### src/rtl/i2c_target.sv
// I2C target exposing an 8-bit-addressed register window with an auto-incrementing pointer.
// START/STOP are decoded in every state; bits are sampled on SCL rise and SDA changes only after SCL fall.
module i2c_target #(
    parameter logic [6:0] ADDRESS = 7'h42
) (
    input  logic       clk_i,
    input  logic       n_reset_i,
    input  logic       scl_i,
    input  logic       sda_i,
    output logic       sda_oen_o,
    output logic [7:0] adr_o,
    output logic [7:0] dat_o,
    output logic       wr_o,
    output logic       rd_o,
    input  logic [7:0] dat_i,
    output logic       busy_o
);

    typedef enum logic [3:0] {
        S_IDLE, S_ADDR, S_ADDR_ACK, S_PTR, S_PTR_ACK,
        S_WDATA, S_WDATA_ACK, S_RDATA, S_RDATA_ACK, S_WAIT
    } state_t;

    state_t      state_q, state_d;
    logic [1:0]  scl_sync_q, sda_sync_q;
    logic        scl_h_q, sda_h_q;
    logic [3:0]  cnt_q, cnt_d;
    logic [7:0]  sr_q, sr_d;
    logic [7:0]  ptr_q, ptr_d;
    logic [7:0]  dat_q, dat_d;
    logic        sda_oen_q, sda_oen_d;
    logic        wr_q, wr_d;
    logic        rd_q, rd_d;
    logic        busy_q, busy_d;

    logic        scl_s, sda_s;
    logic        scl_rise, scl_fall, start_det, stop_det;
    logic [7:0]  shift_in;
    logic        addr_match;

    assign scl_s     = scl_sync_q[1];
    assign sda_s     = sda_sync_q[1];
    assign scl_rise  = scl_s & ~scl_h_q;
    assign scl_fall  = ~scl_s & scl_h_q;
    assign start_det = scl_s & scl_h_q & sda_h_q & ~sda_s;
    assign stop_det  = scl_s & scl_h_q & ~sda_h_q & sda_s;
    assign shift_in  = {sr_q[6:0], sda_s};
    assign addr_match = (shift_in[7:1] == ADDRESS) && (shift_in[7:1] != 7'd0);

    always_ff @(posedge clk_i or negedge n_reset_i) begin
        if (!n_reset_i) begin
            scl_sync_q <= '1;
            sda_sync_q <= '1;
            scl_h_q    <= 1'b1;
            sda_h_q    <= 1'b1;
            state_q    <= S_IDLE;
            cnt_q      <= '0;
            sr_q       <= '0;
            ptr_q      <= '0;
            dat_q      <= '0;
            sda_oen_q  <= 1'b1;
            wr_q       <= 1'b0;
            rd_q       <= 1'b0;
            busy_q     <= 1'b0;
        end else begin
            scl_sync_q <= {scl_sync_q[0], scl_i};
            sda_sync_q <= {sda_sync_q[0], sda_i};
            scl_h_q    <= scl_s;
            sda_h_q    <= sda_s;
            state_q    <= state_d;
            cnt_q      <= cnt_d;
            sr_q       <= sr_d;
            ptr_q      <= ptr_d;
            dat_q      <= dat_d;
            sda_oen_q  <= sda_oen_d;
            wr_q       <= wr_d;
            rd_q       <= rd_d;
            busy_q     <= busy_d;
        end
    end

    always_comb begin
        state_d   = state_q;
        cnt_d     = cnt_q;
        sr_d      = sr_q;
        ptr_d     = ptr_q;
        dat_d     = dat_q;
        sda_oen_d = sda_oen_q;
        wr_d      = 1'b0;
        rd_d      = 1'b0;
        busy_d    = busy_q;

        if (wr_q) ptr_d = ptr_q + 8'd1;

        if (start_det) begin
            state_d   = S_ADDR;
            cnt_d     = '0;
            sda_oen_d = 1'b1;
            busy_d    = 1'b0;
        end else if (stop_det) begin
            state_d   = S_IDLE;
            sda_oen_d = 1'b1;
            busy_d    = 1'b0;
        end else begin
            unique case (state_q)
                S_ADDR, S_PTR, S_WDATA: begin
                    if (scl_rise) begin
                        sr_d = shift_in;
                        if (cnt_q == 4'd7) begin
                            cnt_d = '0;
                            if (state_q == S_PTR) begin
                                state_d = S_PTR_ACK;
                            end else if (state_q == S_WDATA) begin
                                state_d = S_WDATA_ACK;
                            end else if (addr_match) begin
                                state_d = S_ADDR_ACK;
                                busy_d  = 1'b1;
                            end else begin
                                state_d = S_WAIT;
                            end
                        end else begin
                            cnt_d = cnt_q + 4'd1;
                        end
                    end
                end
                // In the ACK states SDA is still released at the first fall and driven at the second,
                // so sda_oen_q itself tells which half of the ACK bit we are in.
                S_ADDR_ACK: begin
                    if (scl_fall) begin
                        if (sda_oen_q) begin
                            sda_oen_d = 1'b0;
                        end else begin
                            sda_oen_d = 1'b1;
                            cnt_d     = '0;
                            if (sr_q[0]) begin
                                state_d = S_RDATA;
                                rd_d    = 1'b1;
                            end else begin
                                state_d = S_PTR;
                            end
                        end
                    end
                end
                S_PTR_ACK: begin
                    if (scl_fall) begin
                        if (sda_oen_q) begin
                            sda_oen_d = 1'b0;
                            ptr_d     = sr_q;
                        end else begin
                            sda_oen_d = 1'b1;
                            state_d   = S_WDATA;
                        end
                    end
                end
                S_WDATA_ACK: begin
                    if (scl_fall) begin
                        if (sda_oen_q) begin
                            sda_oen_d = 1'b0;
                            wr_d      = 1'b1;
                            dat_d     = sr_q;
                        end else begin
                            sda_oen_d = 1'b1;
                            state_d   = S_WDATA;
                        end
                    end
                end
                S_RDATA: begin
                    if (rd_q) begin
                        sr_d      = dat_i;
                        sda_oen_d = dat_i[7];
                        ptr_d     = ptr_q + 8'd1;
                    end else if (scl_rise) begin
                        cnt_d = cnt_q + 4'd1;
                    end else if (scl_fall) begin
                        if (cnt_q == 4'd8) begin
                            sda_oen_d = 1'b1;
                            cnt_d     = '0;
                            state_d   = S_RDATA_ACK;
                        end else begin
                            sr_d      = {sr_q[6:0], 1'b0};
                            sda_oen_d = sr_q[6];
                        end
                    end
                end
                // cnt_q == 1 records that the controller acknowledged the byte.
                S_RDATA_ACK: begin
                    if (scl_rise) begin
                        if (!sda_s) begin
                            cnt_d = 4'd1;
                        end else begin
                            state_d = S_WAIT;
                            busy_d  = 1'b0;
                        end
                    end else if (scl_fall && cnt_q == 4'd1) begin
                        cnt_d   = '0;
                        rd_d    = 1'b1;
                        state_d = S_RDATA;
                    end
                end
                default: ;
            endcase
        end
    end

    assign sda_oen_o = sda_oen_q;
    assign adr_o     = ptr_q;
    assign dat_o     = dat_q;
    assign wr_o      = wr_q;
    assign rd_o      = rd_q;
    assign busy_o    = busy_q;

endmodule

### config.mk
export PLATFORM = sky130hd
export DESIGN_NAME = i2c_target
export DESIGN_NICKNAME = d
export VERILOG_FILES = /design/src/rtl/i2c_target.sv
export SDC_FILE = /design/constraint.sdc
export NUM_CORES = 1
export LEC_CHECK = 0
export ABC_CLOCK_PERIOD_IN_PS = 2500
export BUFFER_PORTS_ARGS = -buffer_cell sky130_fd_sc_hd__buf_4
export CAP_MARGIN = 20
export CORE_UTILIZATION = 53
export CTS_CLUSTER_DIAMETER = 60
export DETAILED_ROUTE_END_ITERATION = 16
export PLACE_DENSITY = 0.77
export SLEW_MARGIN = 30
export SYNTH_ARGS = -nofsm -noshare
export SYNTH_HDL_FRONTEND = slang
export SYNTH_SLANG_ARGS = --single-unit
export TNS_END_PERCENT = 1
### constraint.sdc
create_clock -name clk_i -period 2.5 [get_ports clk_i]
set_clock_uncertainty 0.15 [all_clocks]
set_input_delay 0.125 -clock clk_i [delete_from_list [all_inputs] [get_ports clk_i]]
set_output_delay 0.125 -clock clk_i [all_outputs]
set_load 0.005 [all_outputs]
# [After elaboration in Yosys (flattened, before gate mapping)]
# Cells that the tools add are included.
[totals] out_inout_bits=20 ramBits=0 n_memories=0 rom_bits=0 regBits=42 latchBits=0
[classes] n_mul=0 add_sub_neg=2 div_mod_pow=0 n_reduce_logical=17 n_mux=79 magnitude_cmp=0 n_shift=0 bitwise=13 n_eq_ne=45
[ops] op="4-bit 2-to-1 mux" count=31
[ops] op="8-bit 2-to-1 mux" count=11
[ops] op="4-bit inequality test (second input constant)" count=17
[ops] op="8-bit one-hot mux with 2 select lines" count=2
[ops] op="1-bit 2-to-1 mux" count=29
[ops] op="3-bit inequality test (second input constant)" count=7
[ops] op="4-bit by 3-bit == test with 1-bit output (second input constant)" count=5
[ops] op="5-bit inequality test (second input constant)" count=4
[ops] op="4-bit one-hot mux with 5 select lines" count=1
[ops] op="4-bit one-hot mux with 4 select lines" count=1
[ops] op="7-bit nonzero test" count=2
[ops] op="13-bit AND reduction" count=1
[ops] op="10-bit AND reduction" count=1
[ops] op="8-bit by 1-bit adder with 8-bit output (second input constant)" count=1
[ops] op="4-bit by 1-bit == test with 1-bit output (second input constant)" count=2
[ops] op="4-bit by 2-bit == test with 1-bit output (second input constant)" count=2
[ops] op="4-bit == test (second input constant)" count=2
[ops] op="4-bit by 1-bit inequality test with 1-bit output (second input constant)" count=2
[ops] op="8-bit AND reduction" count=1
[ops] op="4-bit nonzero test" count=2
[ops] op="1-bit AND" count=7
[ops] op="7-bit == test (second input constant)" count=1
[ops] op="7-bit AND reduction" count=1
[ops] op="1-bit inverter" count=6
[ops] op="12 further kinds" count=17

# [Depth between registers and ports, before layout]
[depth] depth_word=10 mapped_depth=9 mapped_depth_nobuf=8

# [Worst setup path before layout]
# OpenSTA, ideal clock, no wires.
[synth_timing] kind="register -> register" startpoint="register scl_sync_q[1]" endpoint="register cnt_q[3]" slack_ns=0.022 period_less_slack_ns=2.478 stages_incl_launch_ff=10 required_time_ns=2.226 t_arrival_ns=2.204 path_cell_list="dfstp_2 > inv_1 > ha_1 > buf_2 > and4bb_1 > or3_1 > a221oi_2 > nor4_1 > and3_1 > a211o_1"
[synth_between] elab_chain_len=6 elab_cells_between_ends=26 cone_classes="eq/ne: 9; mux: 6; bitwise: 8; reduce/logical: 3"
[synth_rtl] element="start, declared" line="25" source="logic [1:0] scl_sync_q, sda_sync_q;"
[synth_rtl] element="start signal, assigned" line="66" source="scl_sync_q <= {scl_sync_q[0], scl_i};"
[synth_rtl] element="1-bit AND" line="43" source="assign scl_rise = scl_s & ~scl_h_q;"
[synth_rtl] element="4-bit 2-to-1 mux" line="172" source="end else if (scl_rise) begin"
[synth_rtl] element="4-bit 2-to-1 mux" line="168" source="if (rd_q) begin"
[synth_rtl] element="4-bit one-hot mux with 4 select lines" line="105" source="unique case (state_q)"
[synth_rtl] element="4-bit 2-to-1 mux" line="100" source="end else if (stop_det) begin"
[synth_rtl] element="4-bit 2-to-1 mux" line="95" source="if (start_det) begin"
[synth_rtl] element="end signal, assigned" line="71" source="cnt_q <= cnt_d;"
[synth_rtl] element="end, declared" line="27" source="logic [3:0] cnt_q, cnt_d;"
# Parallel ways exist; a longest one is shown, timed or not. The select of a mux whose other input is x is not followed.
# A chain may end at the register's enable or synchronous reset.

# [Worst setup path after layout]
# Same ends and word-level chain as after synthesis.

==> metrics <==
Synth Register Bits 42; Initial Utilization 55.6%; fin crit period 2480 ps; drt via density 6.00; total chip power 2720 uW; Max Freq 0.403 GHz; I/O pins 32; Filler Cell Count 372; Worst EP required 2540 ps; Antenna Nets Post-Route 0; largest net degree at the start of global routing 43; Period Utilization, post-route 99.2%; Slew Viols, Final 0; Final Hold Slack 175 ps; Syn Nets 305; initial DRC count 240; CTS buffer count 5; P&R area growth vs syn 25.3%; HP Class in -> async; Power Density 816 nW/um^2; status finished, final reports clean; Leak Pwr 0.00150 uW; total gr overflow 0; critical path type reg -> reg; initial antenna violation count 0; Yosys top cell by area dfrtp_1; clk root buf clkbuf_8; Core ar. 4790 sq um; drt first pass iters 8; worst slew pin tran 594 ps; CP cell instances inv_1 > ha_1 > and4bb_1 > or3_1 > a221oi_2 > nor4_2 > and3_1 > a211o_1; worst-path fanout max 4; Slew headroom 59.4%; Setup violations, final 0; Unique masters post-synth 59; number of flops mapped to enable cells by yosys 0; row cnt 25; Worst path max stage delay 540 ps; Clock Latency Late Sink 300 ps; Reg clk slew, reported paths 90 ps; area share of the largest cell type after synthesis 32.9%; DRC 0; setup bufs post-CTS 0; startpoint types register; Async S/R FF share, synth 100%; CTS tree done; Max clock buf depth 2; routability cong. 1.00; first-pass GRT wire length 11.2 mm; Die H 72.8 microns; DP Cell Count 399; syn avg cell area 9.30 sq um; total wire length 7.02 mm; HPWL Detailed 4.96 mm; crit path max-delay cell type dfstp_2; warnings from Yosys 0; top post-synthesis cells by count dfrtp_1 (35), nand2_1 (32), o21ai_0 (18); crit-path leading delay family simple AND/OR/NAND/NOR gates; share of cells above drive strength 1 25.1%; WP data arrival 2520 ps; Fin. Hold Viols 0; vias in the first global route 2349; prevailing post-synth register cell dfrtp_1; cell count after synthesis 286; worst vdd ir 0.496 mV; ANT cells 0; H-tree depth 2; Synth area leaders dfrtp_1 (33%), dfstp_2 (6.9%), mux2i_1 (4.9%); final std cells w/o fill 418; cell area after synthesis 2660 sq um; unrepaired setup endpoints after global routing true; IO buf count 31; WP buf/inv 1; die area 5310 sq um; top-count cell post-synth dfrtp_1; Die Wd 72.8 microns; net count reported at finish 369; routed length per placed instance 16.8 microns; Crit. End Element register; MaxCap Viol Count 0; clk sink count 42; GRT Total Usage 28.1%; vias post-DR 2510; register area share after synthesis 39.8%
[registers in the layout (all words and copies together) (netlist names), 2 cells and up]
name,cells
state_q,4
sr_q,8
cnt_q,4
dat_o,8
adr_o,8
sda_sync_q,2
scl_sync_q,2
[kinds of logic after synthesis]
logic type	count (synthesis)	synth area share (%)
simple gates	103	20.9
compound gates	83	21.4
flops	42	39.8
buf+inv	25	4.47
mux	22	8.70
fa+ha+maj	7	3.29
xor+xnor	4	1.32
[timing repair]
action / in CTS / in global routing
hold endpoints to repair: 45 / 0
resized for setup: 1 / 2
pin swaps: 0 / 2
setup endpoints to repair: 1 / 10
cloned: 0 / 0
hold buffers: 11 / 0
[cell usage in the layout, fill, tap and decap left out, types with 9 or more instances in the layout]
master	count
mux2_1	9
a21oi_1	14
dlygate4sd3_1	11
mux2i_1	13
o21ai_1	10
inv_1	11
o21ai_0	18
nand2_1	32
nor2_1	17
buf_4	58
dfrtp_1	35
[worst paths after layout]
kind,from,endpoint,slack (ps),cells after the start
min in group clk_i,sda_sync_q[0],sda_sync_q[1],210,0
setup reg to reg,scl_sync_q[1],cnt_q[3],20,8
max in group asynchronous,n_reset_i,scl_sync_q[1],1630,2
hold / removal,n_reset_i,state_q[2],170,2
hold reg to reg,sda_sync_q[0],sda_sync_q[1],210,0
setup / recovery,scl_sync_q[1],cnt_q[3],20,8
[report_power, final]
| part | internal, uW | switching, uW | total (uW) | leakage, uW |
|---|---|---|---|---|
| Clock | 197 | 260 | 457 | 0.0000483 |
| Sequential | 837 | 245 | 1080 | 0.000531 |
| Combinational | 553 | 627 | 1180 | 0.000924 |
[area by class of cell]
class                      count  area [sq um]  area share, %
clock inverter                 3          18.8          0.563
timing repair buffer          69           546           16.4
inverter                      13          48.8           1.46
sequential                    42          1060           31.8
tap                           67          83.8           2.52
multi-input combinational    219          1510           45.2
clock buffer                   5          68.8           2.07
[metrics by stage]
step | cell area, sq um | setup slack [ps] | util [%] | TNS, ps
after CTS | 3310 | 0.593 | 69.2 | 0
after global routing | 3330 | -73.9 | 69.6 | -76.9
after global placement | 3110 | 69.9 | 65.0 | 0
final | 3330 | 20.4 | 69.6 | 0
after floorplan | 2660 | 22.1 | - | 0
after detailed placement | 3110 | -33.7 | 65.0 | -33.7
[worst reg2reg max path, delay by kind of cell (launching register included)]
family          cells  cell delay (ps)
compound gates      2              520
fa+ha+maj           1              230
buf+inv             1               40
flops               1              540
simple gates        4              870
[metal layers]
layer | vias up | wire [microns] | track usage, %
met3 | 18 | 377 | 3.45
met5 | - | 0 | 0
met1 | 1218 | 3150 | 38.5
met4 | 0 | 160 | 11.3
li1 | 1184 | - | -
met2 | 90 | 3330 | 45.4
(Power assumes the default switching activity.)
